File: config.mk
export PLATFORM = sky130hd
export DESIGN_NAME = lfsr_bit_packer_flat
export DESIGN_NICKNAME = d
export VERILOG_FILES = /design/src/rtl/lfsr_pkg.sv /design/src/rtl/lfsr_bit_packer_if.sv /design/src/rtl/lfsr_word_fifo.sv /design/src/rtl/lfsr_bit_packer.sv /design/src/flat_wrapper.sv
export SDC_FILE = /design/constraint.sdc
export NUM_CORES = 1
export LEC_CHECK = 0
export CORE_MARGIN = 1.5
export CORE_UTILIZATION = 50
export DETAILED_ROUTE_END_ITERATION = 7
export HOLD_SLACK_MARGIN = 0.1
export PLACE_DENSITY = 0.8
export SYNTH_ARGS = -nofsm -noshare
export SYNTH_HDL_FRONTEND = slang
export SYNTH_HIERARCHICAL = 1
export SYNTH_SLANG_ARGS = --single-unit
File: constraint.sdc
create_clock -name clk -period 2.5 [get_ports clk]
set_input_delay 0.25 -clock clk [delete_from_list [all_inputs] [get_ports clk]]
set_output_delay 0.25 -clock clk [all_outputs]
set_load 0.05 [all_outputs]
File: src/rtl/lfsr_pkg.sv
// ----------------------------------------------------------------------------
// lfsr_pkg : shared defaults and helpers for the LFSR bit packer.  rev 1.0
// ----------------------------------------------------------------------------
`default_nettype none

package lfsr_pkg;

  localparam int WORD_W_DEF     = 8;
  localparam int FIFO_DEPTH_DEF = 4;
  localparam int RUN_LIMIT_DEF  = 8;
  localparam int DROP_CNT_W     = 8;

  typedef logic [DROP_CNT_W-1:0] drop_cnt_t;

  localparam drop_cnt_t DROP_CNT_MAX = '1;

  function automatic drop_cnt_t sat_inc(input drop_cnt_t v);
    return (v == DROP_CNT_MAX) ? v : v + drop_cnt_t'(1);
  endfunction

endpackage

`default_nettype wire

File: src/rtl/lfsr_bit_packer_if.sv
// ----------------------------------------------------------------------------
// lfsr_bit_packer_if : packed-word valid/ready stream.  rev 1.0
// ----------------------------------------------------------------------------
`default_nettype none

interface lfsr_bit_packer_if
  import lfsr_pkg::*;
#(
  parameter int WORD_W = WORD_W_DEF
) ();

  logic [WORD_W-1:0] word_out;
  logic              word_valid;
  logic              word_ready;

  modport master (output word_out, output word_valid, input  word_ready);
  modport slave  (input  word_out, input  word_valid, output word_ready);

endinterface

`default_nettype wire

File: src/rtl/lfsr_word_fifo.sv
// ----------------------------------------------------------------------------
// lfsr_word_fifo : show-ahead synchronous FIFO, power-of-2 depth.  rev 1.0
// ----------------------------------------------------------------------------
`default_nettype none

module lfsr_word_fifo #(
  parameter int WIDTH = 8,
  parameter int DEPTH = 4
) (
  input  logic                     clk,
  input  logic                     rst_n,
  input  logic                     push,
  input  logic [WIDTH-1:0]         din,
  input  logic                     pop,
  output logic [WIDTH-1:0]         dout,
  output logic                     full,
  output logic                     empty,
  output logic [$clog2(DEPTH):0]   count
);

  localparam int AW = $clog2(DEPTH);
  localparam int CW = AW + 1;

  logic [WIDTH-1:0] mem [DEPTH];
  logic [AW-1:0]    wr_ptr;
  logic [AW-1:0]    rd_ptr;
  logic             wr_en;
  logic             rd_en;

  assign full  = (count == CW'(DEPTH));
  assign empty = (count == '0);
  assign dout  = mem[rd_ptr];

  // A full FIFO still takes a write when the head leaves on the same edge.
  assign wr_en = push && (!full || pop);
  assign rd_en = pop && !empty;

  always_ff @(posedge clk or negedge rst_n) begin
    if (!rst_n) begin
      for (int i = 0; i < DEPTH; i++) mem[i] <= '0;
      wr_ptr <= '0;
      rd_ptr <= '0;
      count  <= '0;
    end else begin
      if (wr_en) begin
        mem[wr_ptr] <= din;
        wr_ptr      <= wr_ptr + AW'(1);
      end
      if (rd_en) rd_ptr <= rd_ptr + AW'(1);
      case ({wr_en, rd_en})
        2'b10:   count <= count + CW'(1);
        2'b01:   count <= count - CW'(1);
        default: count <= count;
      endcase
    end
  end

endmodule

`default_nettype wire

File: src/rtl/lfsr_bit_packer.sv
// ----------------------------------------------------------------------------
// lfsr_bit_packer : packs a serial LFSR stream LSB-first into words, buffers,
// drops/counts on overflow. LFSR_PACKER_HEALTH_EN adds a stuck test. rev 1.0
// ----------------------------------------------------------------------------
`default_nettype none

module lfsr_bit_packer
  import lfsr_pkg::*;
#(
  parameter int WORD_W     = WORD_W_DEF,
  parameter int FIFO_DEPTH = FIFO_DEPTH_DEF,
  parameter int RUN_LIMIT  = RUN_LIMIT_DEF
) (
  input  logic                        clk,
  input  logic                        rst_n,
  input  logic                        bit_in,
  input  logic                        bit_valid,
  input  logic                        clear,
  lfsr_bit_packer_if.master           word_if,
  output logic [$clog2(FIFO_DEPTH):0] fifo_count,
  output logic                        overflow,
  output drop_cnt_t                   drop_cnt,
  output logic                        stuck_err
);

  localparam int CNT_W = (WORD_W > 1) ? $clog2(WORD_W) : 1;

  logic [WORD_W-2:0] shreg;
  logic [WORD_W-1:0] packed_word;
  logic [CNT_W-1:0]  bit_cnt;
  logic              word_done;
  logic              push;
  logic              pop;
  logic              full;
  logic              empty;
  logic              drop;

  // Right shift: after WORD_W accepted bits the first one sits in bit 0.
  assign packed_word = {bit_in, shreg};
  assign word_done   = (bit_cnt == CNT_W'(WORD_W - 1));
  assign push        = bit_valid && word_done;
  assign pop         = !empty && word_if.word_ready;
  assign drop        = push && full && !pop;

  always_ff @(posedge clk or negedge rst_n) begin
    if (!rst_n) begin
      shreg   <= '0;
      bit_cnt <= '0;
    end else if (bit_valid) begin
      shreg   <= packed_word[WORD_W-1:1];
      bit_cnt <= word_done ? '0 : bit_cnt + CNT_W'(1);
    end
  end

  lfsr_word_fifo #(
    .WIDTH (WORD_W),
    .DEPTH (FIFO_DEPTH)
  ) u_fifo (
    .clk   (clk),
    .rst_n (rst_n),
    .push  (push),
    .din   (packed_word),
    .pop   (pop),
    .dout  (word_if.word_out),
    .full  (full),
    .empty (empty),
    .count (fifo_count)
  );

  assign word_if.word_valid = !empty;

  always_ff @(posedge clk or negedge rst_n) begin
    if (!rst_n) begin
      overflow <= 1'b0;
      drop_cnt <= '0;
    end else if (clear) begin
      overflow <= 1'b0;
      drop_cnt <= '0;
    end else if (drop) begin
      overflow <= 1'b1;
      drop_cnt <= sat_inc(drop_cnt);
    end
  end

`ifdef LFSR_PACKER_HEALTH_EN
  localparam int RUN_W = $clog2(RUN_LIMIT + 1);

  logic [RUN_W-1:0] run_cnt;
  logic [RUN_W-1:0] run_next;
  logic             last_bit;

  // run_cnt==0 only before the first accepted bit after reset.
  always_comb begin
    run_next = run_cnt;
    if (run_cnt == '0 || bit_in != last_bit)
      run_next = RUN_W'(1);
    else if (run_cnt != RUN_W'(RUN_LIMIT))
      run_next = run_cnt + RUN_W'(1);
  end

  always_ff @(posedge clk or negedge rst_n) begin
    if (!rst_n) begin
      run_cnt   <= '0;
      last_bit  <= 1'b0;
      stuck_err <= 1'b0;
    end else begin
      if (bit_valid) begin
        run_cnt  <= run_next;
        last_bit <= bit_in;
      end
      if (clear)
        stuck_err <= 1'b0;
      else if (bit_valid && run_next == RUN_W'(RUN_LIMIT))
        stuck_err <= 1'b1;
    end
  end
`else
  assign stuck_err = 1'b0;
`endif

endmodule

`default_nettype wire

File: src/flat_wrapper.sv
// flat-port wrapper written by rule: the top's interface ports become plain ports
module lfsr_bit_packer_flat import lfsr_pkg::*;
#(
  parameter int WORD_W     = WORD_W_DEF,
  parameter int FIFO_DEPTH = FIFO_DEPTH_DEF,
  parameter int RUN_LIMIT  = RUN_LIMIT_DEF
)
  (clk, rst_n, bit_in, bit_valid, clear, fifo_count, overflow, drop_cnt, stuck_err, word_if_word_out, word_if_word_valid, word_if_word_ready);
  lfsr_bit_packer_if #(.WORD_W(WORD_W)) word_if_i ();
  input  logic clk;
  input  logic rst_n;
  input  logic bit_in;
  input  logic bit_valid;
  input  logic clear;
  output logic [$clog2(FIFO_DEPTH):0] fifo_count;
  output logic overflow;
  output drop_cnt_t drop_cnt;
  output logic stuck_err;
  output wire logic [$bits(word_if_i.word_out)-1:0] word_if_word_out;
  output wire logic [$bits(word_if_i.word_valid)-1:0] word_if_word_valid;
  input wire logic [$bits(word_if_i.word_ready)-1:0] word_if_word_ready;
  assign word_if_word_out = word_if_i.word_out;
  assign word_if_word_valid = word_if_i.word_valid;
  assign word_if_i.word_ready = word_if_word_ready;
  lfsr_bit_packer #(.WORD_W(WORD_W), .FIFO_DEPTH(FIFO_DEPTH), .RUN_LIMIT(RUN_LIMIT)) u_core (.clk(clk), .rst_n(rst_n), .bit_in(bit_in), .bit_valid(bit_valid), .clear(clear), .word_if(word_if_i), .fifo_count(fifo_count), .overflow(overflow), .drop_cnt(drop_cnt), .stuck_err(stuck_err));
endmodule
* Word-level counts from Yosys, hierarchy flattened *
Cells that the tools add are included.
W data, S select, Z words.

operators by class
  shift operators = 0
  div/mod/pow operators = 0
  magnitude comparators = 3
  add/sub/neg operators = 6
  reductions and logical operators = 15
  mux-type cells = 13
  bitwise gates (word level) = 2
  eq/ne operators = 6
  multipliers = 0

operators by type and width
  kind                   number
  $mux W8                6
  $bwmux W32             1
  $bmux W8 S2            1
  $demux W8 S2           1
  $add A8 B1 Y8 const B  1
  $eq A8 B8 Y1 const B   1
  $logic_and A1 B1 Y1    7
  $add A3 B1 Y3 const B  2
  $eq A3 B3 Y1 const B   2
  $ge A3 B3 Y1 const B   2
  $not A2 Y3             2
  $pmux W3 S2            1
  $add A2 B1 Y2 const B  2
  $reduce_bool A2 Y1     2
  $logic_not A1 Y1       3
  $logic_not A3 Y1       1
  $lt A3 B1 Y1 const B   1
  $mux W3                1
  $sub A3 B1 Y3 const B  1
  $eq A2 B1 Y1 const B   1
  $eq A2 B2 Y1 const B   1
  $mux W1                2
  $ne A2 B2 Y1 const B   1
  $reduce_and A2 Y1      1
  $logic_or A1 B1 Y1     1

storage, ports and cells
  memories kept = 0
  register bits = 58
  input port bits = 6
  RAM bits = 0
  logic and storage cells = 56
  bits in latches = 0
  bits in read-only memories = 0
  output and inout port bits = 22

* Logic depth before layout (Yosys ltp) *
  word-level depth = 7
  depth in mapped cells = 11

* Hierarchy *
Netlist, hierarchy kept.

by module, submodules not included
  module           cells each  area an instance (µm²)  instances
  lfsr_word_fifo   115         1801.7                  1
  lfsr_bit_packer  81          905.9                   1

* Worst setup path before layout *
OpenSTA, ideal clock, no wires.

  path type = reg-to-reg
  start = register u_core.u_fifo.count[0]
  end = register u_core.u_fifo.count[2]
  path buffers = 0
  slack = -348 ps
  setup time = 82 ps
  cell stages (with the launch flop) = 12
  data arrival time = 2766 ps
  cells stage by stage = dfrtp_1 nor3_1 nand2b_1 inv_1 nor4b_4 or2b_2 ha_1 inv_1 fa_1 xor2_1 nor2_1 xor2_1

between the ends
  word-level cells in the longest chain between the ends = 7
  elaborated cells between the ends (all ways) = 14
  those cells by class = add/sub: 2; eq/ne: 3; mux: 1; reduce/logical: 8

RTL lines
  what                                               line                   RTL
  start: declaration                                 lfsr_word_fifo.sv:18   output logic [$clog2(DEPTH):0] count
  start signal: assignment                           lfsr_word_fifo.sv:51   2'b10: count <= count + CW'(1);
  start signal: assignment                           lfsr_word_fifo.sv:52   2'b01: count <= count - CW'(1);
  start signal: assignment                           lfsr_word_fifo.sv:53   default: count <= count;
  $logic_not A3 Y1 (*)                               lfsr_word_fifo.sv:31   assign empty = (count == '0);
  named net u_core.empty                             lfsr_bit_packer.sv:35  logic empty;
  $logic_not A1 Y1 (*)                               lfsr_bit_packer.sv:42  assign pop = !empty && word_if.word_ready;
  $logic_and A1 B1 Y1 (*)                            lfsr_bit_packer.sv:42
  named net u_core.pop                               lfsr_bit_packer.sv:33  logic pop;
  $logic_or A1 B1 Y1                                 lfsr_word_fifo.sv:35   assign wr_en = push && (!full || pop);
  $logic_and A1 B1 Y1                                lfsr_word_fifo.sv:35
  $eq A2 B1 Y1 or $eq A2 B2 Y1 (tied branches)       lfsr_word_fifo.sv:50   case ({wr_en, rd_en})
  $pmux W3 S2 or $reduce_bool A2 Y1 (tied branches)  n/a

Mark *: on every way through the listed nets, which the timed path passes. The rest lies on a longest branch.
A chain may end at the register's enable or synchronous reset.

* Worst setup path in the final report *
  start = register u_core.u_fifo.count[2]
  end = register u_core.u_fifo.count[2]

Same word-level chain as after synthesis.

==> results.toml <==
[die]
die_w_um = 76.6
die-area_mm2 = 0.00587
fp-row-count = 26
initial_core_util_pct = 52.3
core_mm2 = 0.00517
ioPinCount = 28
die_h_um = 76.6

[timing]
post-route-min-period_ns = 2.36
worst_pin_slew_ns = 0.509
hold_viol = 0
final-setup-viol-count = 0
max_freq_mhz = 423
final.setup.tns_ns = 0
max_slew_margin_pct = 65.9
finalWorstSetupSlack_ns = 0.136
rsz0062_at_grt = "no"
finalCritPeriodShare_pct = 94.5
finalClockSkew_ns = 0.00921
finalMaxSlewViolations = 0

[pwr]
power_mw = 3.93
power_switching_mw = 1.42
leakage_nw = 1.53
p_int_mw = 2.51
p_seq_share_pct = 37.6
combPwrFrac_pct = 38.7
vdd_drop_max_uv = 461
cellPowerDensity_mw_per_mm2 = 1180
swShare_pct = 36.1
p_clk_share_pct = 23.7

[setup_path]
arrival_ns = 2.62
r2r-start = "u_core/u_fifo/count[2]"
rr_worst_depth = 11
path_class = "reg2reg"
crit_required_ns = 2.75
r2r_slack_ns = 0.14
startpoint_type = "flop"
cp_cell_sequence = "nor3_2 > nand2b_4 > inv_2 > nor4b_4 > or2b_4 > ha_4 > inv_1 > fa_2 > xor2_1 > nor2_1 > xor2_1"
r2r-end = "u_core/u_fifo/count[2]"
critical_path.startpoint = "u_core/u_fifo/count[2]"
cp_common_cell = "xor2_1"
crit_fanout = 6
end_kind = "flop"
cp_slowest_cell = "dfrtp_2"
critPathMaxStageDelay_ns = 0.40

[yosys]
synth_cell_types = 38
synth_common_cells = "dfrtp_1 (58), mux2_2 (40), inv_1 (11)"
ys_ff_latch = 58
syn_inst = 196
yosys_warnings = 6
syn_area_per_cell_um2 = 13.8
synth_area_leaders = "dfrtp_1 (54%), mux2_2 (17%), mux4_2 (6.7%)"
synthFlopType = "dfrtp_1"
synth_area_mm2 = 0.00271
synth_most_common_cell = "dfrtp_1"
ys_seq_area_share_pct = 53.6
synth_top_area_cell = "dfrtp_1"
yosysTopAreaCellShare_pct = 53.6
synth_nets = 211
synth-edff-count = 0
synthArstFlopShare_pct = 100

[min_path]
hp-class = "in2async"

[drt]
wire_per_inst_um = 16.0
ant_nets = 0
vias = 1718
viasPerCell = 5.49
drc_errors = 0
drt_first_iter_violations = 130
drtPass1Iterations = 4
wl_um = 5000

[clocking]
cts_root_buf = "clkbuf_8"
clock-sinks = 58
cts-buffers-inserted = 9
cts_buffer_depth = 2
worstSkewPairLatency_ns = 0.33
htreeDepth = 3
path_clk_slew_ns = 0.06
post_cts_buffers = 0
cts_tree = "done"

[final_layout]
n_fill_cell = 382
diodes = 0
syn2layout_area_growth_pct = 23.5
drive_gt1_share_pct = 38.7
nets = 253

[placement]
gp_congestion = 0.782
port-buffer-count = 26
dp_slack_ns = 0.116
dp_hpwl_um = 3240

[grt]
overflow = 0
use_met3_pct = 3.95
grt_pass1_vias = 1665
grt_first_pass_wirelength_um = 8180
grt_util_all_layers_pct = 18.3
grt_util_met2_pct = 29.1
grt_max_degree = 59
top_usage_layer = "met2"
met1_usage_pct = 23.9
antenna_found_initial = 0

[run]
cap_viol_max_count = 0

[outcome]
outcome = "completed"
[registers in the layout, summed over array words and instances, names as in the netlist]
signal                count
u_core/u_fifo/rd_ptr      2
u_core/overflow           1
u_core/bit_cnt            3
u_core/u_fifo/mem        32
u_core/u_fifo/wr_ptr      2
u_core/drop_cnt           8
u_core/shreg              7
u_core/u_fifo/count       3
[kinds of logic (layout without fill, tap and decap cells)]
family	count (synthesis)	in the layout	share of synthesized area, %
compound gates	14	14	3.65
xor+xnor	8	8	2.59
fa+ha+maj	9	9	4.44
buf+inv	15	62	2.26
flops	58	58	53.6
mux	52	52	24.9
other cells	1	1	0.138
simple gates	39	39	8.46
[worst max path at each step]
stage | cells after the start | end
floorplan | 11 | u_core/u_fifo/count[2]
global placement | 11 | u_core/u_fifo/count[2]
detailed placement | 11 | u_core/u_fifo/count[2]
CTS | 11 | u_core/u_fifo/count[2]
global route | 11 | u_core/u_fifo/count[2]
finish | 11 | u_core/u_fifo/count[2]
[metrics by stage]
step / util [%] / hold slack (ns) / area [µm²] / cells
2_1_floorplan: - / -0.0456 / 2740 / 196
3_3_place_gp: 60.4 / 0.279 / 3120 / 296
3_5_place_dp: 60.4 / 0.275 / 3120 / 296
4_1_cts: 64.7 / 0.462 / 3340 / 313
5_1_grt: 64.7 / 0.485 / 3340 / 313
6_report: 64.7 / 0.444 / 3340 / 313
[critical path: cells and delay by family (launching register included)]
kind,cells,cell delay (ns)
xor gates and xnor gates,2,0.29
and+or+nand+nor,5,0.99
buffers and inverters,2,0.11
DFF,1,0.40
adders and majority gates,2,0.48
[metal layers]
layer,routed length [µm],vias up
li1,-,784
met1,2320,893
met5,0,-
met4,80,0
met3,173,8
met2,2430,33
[what timing repair did]
item	in CTS	in global routing
hold endpoints to repair	58	0
endpoints found under the setup margin	0	0
hold buffers	1	0
resized for setup	0	0
[layout make-up]
type | instances | area [µm²] | area share (%)
Clock buffer | 11 | 131 | 3.93
Timing Repair Buffer | 35 | 325 | 9.73
Multi-Input combinational cell | 123 | 1220 | 36.6
Tap cell | 70 | 87.6 | 2.62
Clock inverter | 5 | 78.8 | 2.36
Inverter | 11 | 41.3 | 1.23
Sequential cell | 58 | 1460 | 43.5
[layout by cell type, fill, tap and decap left out, types with 3 or more instances in the layout]
cell type / instances
ha_1: 7
xnor2_1: 3
o21ai_0: 4
clkdlybuf4s50_1: 20
nor2_1: 6
clkbuf_8: 9
nor2_2: 4
dfrtp_1: 55
buf_4: 12
xor2_1: 5
nand4_1: 3
inv_1: 10
mux2_2: 40
dfrtp_2: 3
a21oi_1: 4
mux4_2: 8
nand2_1: 9
[power by group through the flow]
stage	clock network (mW)	registers [mW]	logic [mW]
2_1_floorplan	0	1.49	1.07
3_3_place_gp	0	1.47	1.48
3_5_place_dp	0	1.49	1.51
4_1_cts	0.944	1.48	1.54
5_1_grt	0.990	1.52	1.62
6_report	0.931	1.48	1.52
Note: power is estimated with default switching activity, not from simulation.
